--- src/rtl/seq_restoring_divider.sv ---
// Multi-cycle unsigned restoring divider: one quotient bit per clock behind a
// start/busy/done handshake. Results are held until the next division completes.
module seq_restoring_divider #(
  parameter int unsigned DW = 6,
  parameter int unsigned VW = 4
) (
  input  logic          clk,
  input  logic          rst_n,
  input  logic          start,
  input  logic [DW-1:0] dividend,
  input  logic [VW-1:0] divisor,
  output logic          busy,
  output logic          done,
  output logic [DW-1:0] quotient,
  output logic [VW-1:0] remainder,
  output logic          div_by_zero
);

  localparam int unsigned CW = (DW > 1) ? $clog2(DW) : 1;

  typedef enum logic {IDLE, RUN} state_t;

  state_t        state_q;
  logic [DW-1:0] dvd_q;
  logic [DW-1:0] quo_q, quo_d;
  logic [VW-1:0] dvs_q;
  logic [VW:0]   prem_q, prem_d, prem_shift;
  logic [CW-1:0] cnt_q;
  logic          busy_q, done_q, dbz_q;
  logic [DW-1:0] quotient_q;
  logic [VW-1:0] remainder_q;
  logic          qbit;

  // The partial remainder is always < divisor before the shift, so its top
  // bit is zero and dropping it loses nothing.
  always_comb begin
    prem_shift = {prem_q[VW-1:0], dvd_q[DW-1]};
    qbit       = 1'b0;
    prem_d     = prem_shift;
    if (prem_shift >= {1'b0, dvs_q}) begin
      prem_d = prem_shift - {1'b0, dvs_q};
      qbit   = 1'b1;
    end
    quo_d = {quo_q[DW-2:0], qbit};
  end

  always_ff @(posedge clk or negedge rst_n) begin
    if (!rst_n) begin
      state_q     <= IDLE;
      dvd_q       <= '0;
      dvs_q       <= '0;
      quo_q       <= '0;
      prem_q      <= '0;
      cnt_q       <= '0;
      busy_q      <= 1'b0;
      done_q      <= 1'b0;
      dbz_q       <= 1'b0;
      quotient_q  <= '0;
      remainder_q <= '0;
    end else begin
      done_q <= 1'b0;
      case (state_q)
        IDLE: begin
          if (start) begin
            dvd_q   <= dividend;
            dvs_q   <= divisor;
            quo_q   <= '0;
            prem_q  <= '0;
            cnt_q   <= CW'(DW - 1);
            busy_q  <= 1'b1;
            state_q <= RUN;
          end
        end
        RUN: begin
          prem_q <= prem_d;
          dvd_q  <= {dvd_q[DW-2:0], 1'b0};
          quo_q  <= quo_d;
          cnt_q  <= cnt_q - CW'(1);
          if (cnt_q == '0) begin
            state_q <= IDLE;
            busy_q  <= 1'b0;
            done_q  <= 1'b1;
            // Divide by zero runs the full sequence; only the result is overridden.
            if (dvs_q == '0) begin
              quotient_q  <= '1;
              remainder_q <= '0;
              dbz_q       <= 1'b1;
            end else begin
              quotient_q  <= quo_d;
              remainder_q <= prem_d[VW-1:0];
              dbz_q       <= 1'b0;
            end
          end
        end
        default: state_q <= IDLE;
      endcase
    end
  end

  assign busy        = busy_q;
  assign done        = done_q;
  assign quotient    = quotient_q;
  assign remainder   = remainder_q;
  assign div_by_zero = dbz_q;

endmodule
--- config.mk ---
export PLATFORM = sky130hd
export DESIGN_NAME = seq_restoring_divider
export DESIGN_NICKNAME = d
export VERILOG_FILES = /design/src/rtl/seq_restoring_divider.sv
export SDC_FILE = /design/constraint.sdc
export NUM_CORES = 1
export LEC_CHECK = 0
export ABC_AREA = 1
export BUFFER_PORTS_ARGS = -buffer_cell sky130_fd_sc_hd__clkbuf_2
export CAP_MARGIN = 30
export CORE_UTILIZATION = 40
export DETAILED_ROUTE_END_ITERATION = 8
export GPL_TIMING_DRIVEN = 0
export PLACE_DENSITY = 0.58
export SYNTH_ARGS = -nofsm -noshare
export SYNTH_HDL_FRONTEND = slang
export SYNTH_SLANG_ARGS = --single-unit
--- constraint.sdc ---
create_clock -name clk -period 1.95 [get_ports clk]
set_input_delay 0 -clock clk [delete_from_list [all_inputs] [get_ports clk]]
set_output_delay 0 -clock clk [all_outputs]
set_load 0.01 [all_outputs]
After elaboration in Yosys (flattened, before gate mapping)
Cells that the tools add are included.
- flip-flop bits (word level): 36
- bits of input ports: 13
- output and inout port bits: 13
- logic and storage cells: 43
- $add $sub $neg: 2
- order comparisons: 1
- equal/unequal tests: 2
- mux-type cells: 21
- bitwise gates (word level): 1
- reduce and logical (&&, ||, !) cells: 5
- operator list (operator ; number):
    2-to-1 mux 4 bit ; 3
    2-to-1 mux 6 bit ; 2
    case mux 6 bit (2 select lines) ; 1
    case mux 5 bit (2 select lines) ; 1
    2-to-1 mux 1 bit ; 8
    case mux 4 bit (2 select lines) ; 1
    case mux 3 bit (2 select lines) ; 1
    AND reduction 2 bit ; 3
    >= comparator 5 x 4 -> 1 bit ; 1
    2-to-1 mux 5 bit ; 1
    logical NOT 4 bit ; 1
    case mux 1 bit (2 select lines) ; 2
    subtractor 4 bit ; 1
    logical NOT 3 bit ; 1
    2-to-1 mux 3 bit ; 1
    subtractor 3 x 1 -> 3 bit (second input constant) ; 1
    inequality test 2 x 1 -> 1 bit (second input constant) ; 1
    inequality test 2 bit (second input constant) ; 1
    NOT 1 bit ; 1

Longest topological paths before layout
- word-level depth: 3
- depth in mapped cells: 12
- gate-level depth less buffers: 12

Worst setup path after synthesis
No wires, ideal clock.
- path type: reg2reg
- from: register dvd_q[5]
- to: register prem_q[2]
- arrival: 1.356 ns
- data required time: 1.834 ns
- setup slack: 0.478 ns
- cell stages (with the launch flop): 10
- buffers on the path: 0
- cells stage by stage: dfrtp_1 -> inv_1 -> ha_1 -> inv_1 -> fa_1 -> xor2_1 -> nand2_2 -> nand2_2 -> nand2_1 -> nand2_1
- cells in the longest elaborated chain, start to end: 3
- elaborated cells between the ends (all ways): 4
- ends and longest elaborated chain (element ; RTL line ; RTL):
    start: declaration ; 24 ; logic [DW-1:0] dvd_q;
    start signal: assignment ; 65 ; dvd_q <= dividend;
    start signal: assignment ; 76 ; dvd_q <= {dvd_q[DW-2:0], 1'b0};
    subtractor 4 bit / >= comparator 5 x 4 -> 1 bit (equally long branches) ; 41, 40 ;
    2-to-1 mux 4 bit (*) ; 40 ; if (prem_shift >= {1'b0, dvs_q}) begin
    case mux 4 bit (2 select lines) (*) ; 62 ; case (state_q)
    end signal: assignment ; 75 ; prem_q <= prem_d;
    end: declaration ; 27 ; logic [VW:0] prem_q, prem_d, prem_shift;
Mark *: on every way between the ends. The rest lies on a longest branch, timed or not.
A chain may end at the register's enable or synchronous reset.

Worst setup path in the final report
Same ends and word-level chain as after synthesis.

==> impl_summary.md <==
Run status
The run finished with clean final reports.

Timing
Setup repair after global routing left no endpoint under its margin. Setup violations remaining at the end of the flow were counted as 0. After layout, the minimum clock period comes to 1600 ps.

The worst pin sits at a relative slew slack of 41.2%. The transition time at the pin with the least slew margin is 883 ps. Setup slack closes at 349 ps. The summed negative setup slack over all endpoints is 0 ps. The worst clock skew on the final layout is 3.90 ps. The final period utilization is 82.1%. The number of max-slew violations in the final report came to 0.

The fmax is 625 MHz. The total count of hold-check failures in the final report was 0.

Routing
The initial DRC count is 57. In the routed design, unresolved DRC markers number 0. In this run the remaining antenna-violating nets after routing total 0. The first detailed-routing pass took 4 iterations. After detailed routing, the average wire length per cell comes to 12.5 µm. The routed layout has 1296 vias. Dividing the detail-routed via count by the number of cells gives 4.84. The total wirelength of the detailed-routed design is 3.34 mm.

Power
Cell internal power was estimated by the tool at 2110 µW. The net switching power is 1610 µW. The part of the power in registers is 34.5%. The power per cell area is 1830 nW/µm². The highest ir drop seen on vdd is 704 µV. Combinational logic burns 50.3% of the power.

In this run switching power makes up 43.2% of total power. The standby leakage power is 0.00105 µW. In this run, the clock network consumes 15.2% of the power.

Finish
The post-route netlist has 23.2% of its cells at a drive strength greater than 1. The number of antenna diodes in the final layout is 0. The area growth from synthesis to final layout is 23.9%. The number of nets in the layout is 239.

Job
Max-cap violations in this run came to 0.

Setup path
The slowest stage cell on the critical path is sky130_fd_sc_hd__dfrtp_1. The largest single stage delay on the critical path is 370 ps. The worst register-to-register path has a depth of 9. The worst setup path endpoint is prem_q[2]. The arrival time of the worst setup path is 1780 ps. The critical register-to-register path startpoint is dvd_q[5]. Broken down by cell family, the worst path's largest delay share belongs to adder cells. The biggest fanout along the worst timing path is 3.

The critical path in this run is classified as reg -> reg. The required arrival time at the worst endpoint is 2130 ps. The critical path startpoint is dvd_q[5].

The startpoint kind of the worst setup timing path is a flop. The cell depth of the worst setup path is 9. The number of buffer and inverter stages on the critical path is 2. Across all register-to-register paths, the minimum setup slack is 350 ps. The reg-to-reg endpoint is prem_q[2]. STA classifies the critical path endpoint as a flop. Walking the worst path, the cells encountered are inv_1, ha_1, inv_1, fa_1, xor2_1, nand2_2, nand2_2, nand2_1, nand2_1.

Clock network
TritonCTS built the clock tree. Clock latency on the worst-skew pair, taken at its later pin, is 280 ps. Clock-pin slew was measured on the worst setup and hold paths at 80 ps.

The TritonCTS buffer count is 5. The number of clock sinks seen by CTS is 36. Clock tree synthesis selected as its root buffer the cell sky130_fd_sc_hd__clkbuf_8. The maximum clock path buffer count is 2. In this run the number of H-tree levels came out at 2.

Placed design
The last weighted congestion value of the routability-driven placer is 0.828. Timing analysis after detailed placement gives a worst setup slack of 367 ps. After legalization and detailed placement, the total HPWL measured 2.30 mm. In this run the tool buffered the top-level ports with 25 buffer cells.

Global route
Global routing used 23.6% of the available met1 tracks. The initial antenna violation count is 0. The first global-routing pass estimated 5.64 mm of wire.

Entering global routing, the biggest net connects 37 pins. The global-route usage over all layers is 17.6%. The total overflow reported by the global router is 0.

The number of global-route vias before repair was 1232. The met3 track demand over resource in global routing is 4.66%. The met2 track demand over resource in global routing is 27.2%. The most heavily used metal layer in global routing is met2.

Yosys
The synthesized netlist occupies a cell area of 1640 µm². The number of warning messages in the yosys log is 0. In the synthesized netlist the dominant register cell turns out to be sky130_fd_sc_hd__dfrtp_1.

The proportion of synthesized chip area in sequential cells is 54.9%. The number of instances in the synthesized netlist is 176. The count of unique library cells instantiated by Yosys is 23.

The number of enable-type register cells in the synthesized netlist is 0. The synthesized netlist net count is 196. Averaged over all synthesized cells, the footprint is 9.32 µm².

The async set-reset flop share out of synthesis is 100%. The synthesized design contains 36 register bits.

Floorplan
The die outline area is 4360 µm². Measured along the y axis, the die boundary spans 66.0 µm. The count of boundary I/O pins is 26. The effective utilization at floorplan is 43.2%.

The width of the die is 66.0 µm. Row generation in the floorplan step produced 22 rows. The total core area is 3800 µm².

Hold path
The type of the most critical hold path is in -> reg.
[layout make-up]
class	instances	area [µm²]
Buffer	3	22.5
Clock buffer	6	82.6
Clock inverter	2	13.8
Fill cell	348	1770
Inverter	25	93.8
Multi-Input combinational cell	112	623
Sequential cell	36	901
Tap cell	48	60.1
Timing Repair Buffer	36	235
[worst min path at each step]
stage                from        end  slack, ps  depth (start not counted)
CTS                 start    state_q         50                          3
detailed placement  rst_n  prem_q[1]        170                          1
global route        start  prem_q[3]         60                          4
global placement    rst_n   dvs_q[2]        160                          1
floorplan           rst_n       busy       -300                          0
finish              start    state_q         60                          3
[cell usage in the layout (no fill, tap or decap), types with 2 or more instances in the layout]
cell | netlist | routed
sky130_fd_sc_hd__inv_1 | 19 | 19
sky130_fd_sc_hd__o211ai_1 | 3 | 3
sky130_fd_sc_hd__nand3_1 | 10 | 10
sky130_fd_sc_hd__inv_2 | 6 | 6
sky130_fd_sc_hd__nor2_1 | 10 | 10
sky130_fd_sc_hd__ha_1 | 6 | 6
sky130_fd_sc_hd__clkbuf_8 | 0 | 6
sky130_fd_sc_hd__nand2_4 | 2 | 2
sky130_fd_sc_hd__dfrtp_1 | 36 | 36
sky130_fd_sc_hd__nand3b_1 | 3 | 3
sky130_fd_sc_hd__buf_4 | 3 | 3
sky130_fd_sc_hd__nand2_2 | 4 | 4
sky130_fd_sc_hd__nand2_1 | 48 | 48
sky130_fd_sc_hd__o21ai_0 | 4 | 4
sky130_fd_sc_hd__a21oi_1 | 5 | 5
sky130_fd_sc_hd__o21ai_1 | 4 | 4
sky130_fd_sc_hd__o22ai_1 | 6 | 6
sky130_fd_sc_hd__clkbuf_2 | 0 | 25
sky130_fd_sc_hd__dlygate4sd3_1 | 0 | 11
[synthesized netlist by cell type, types with 4 or more instances]
library cell,number,area share [%]
sky130_fd_sc_hd__nand3_1,10,3.1
sky130_fd_sc_hd__nor2_1,10,2.3
sky130_fd_sc_hd__nand2_1,48,11
sky130_fd_sc_hd__dfrtp_1,36,55
sky130_fd_sc_hd__a21oi_1,5,1.5
sky130_fd_sc_hd__ha_1,6,4.6
sky130_fd_sc_hd__o22ai_1,6,2.3
sky130_fd_sc_hd__o21ai_1,4,1.2
sky130_fd_sc_hd__inv_2,6,1.4
sky130_fd_sc_hd__inv_1,19,4.3
sky130_fd_sc_hd__nand2_2,4,1.5
sky130_fd_sc_hd__o21ai_0,4,1.2
[state kept, by name, summed over array words and instances (netlist names), 3 cells and up]
signal	count
dvd_q	6
quotient	6
quo_q	5
dvs_q	4
prem_q	4
remainder	4
cnt_q	3
[timing repair]
item	in CTS	in global routing
buffers inserted	0	0
endpoints found under the hold margin	46	0
gates resized for setup	0	0
hold buffers	11	0
[power by group through the flow]
stage | logic, µW | registers, µW | clock network, µW
finish | 1870 | 1280 | 564
global route | 2140 | 1330 | 620
CTS | 1880 | 1290 | 588
detailed placement | 1850 | 1300 | 0
global placement | 1800 | 1280 | 0
floorplan | 1350 | 1320 | 0
[per-layer routing]
layer / wire [µm] / vias up
li1: - / 651
met5: 0 / -
met1: 1590 / 618
met2: 1630 / 25
met3: 105 / 2
met4: 17 / 0
[stage by stage]
stage	std cells	util [%]	total power [µW]	cell area, µm²	hold WS [ps]
final	268	53.5	3720	2030	59.7
after global routing	268	53.5	4080	2030	61.9
after CTS	268	53.5	3760	2030	53.9
after detailed placement	249	48.1	3150	1830	174
after global placement	249	48.1	3080	1830	156
after floorplan	176	-	2670	1640	-296
[worst min-delay path: cells and delay by family]
kind	cells	cell delay, ps
buffers and inverters	1	150
and+or+nand+nor	2	160
[kinds of logic (layout without fill, tap and decap cells)]
| family | Yosys count | in the layout | synth area share [%] |
|---|---|---|---|
| simple gates | 79 | 79 | 22.4 |
| flops | 36 | 36 | 54.9 |
| buf+inv | 28 | 72 | 7.09 |
| xor+xnor | 1 | 1 | 0.534 |
| compound gates | 25 | 25 | 9.23 |
| fa+ha+maj | 7 | 7 | 5.80 |
Note: power is estimated with default switching activity, not from simulation.
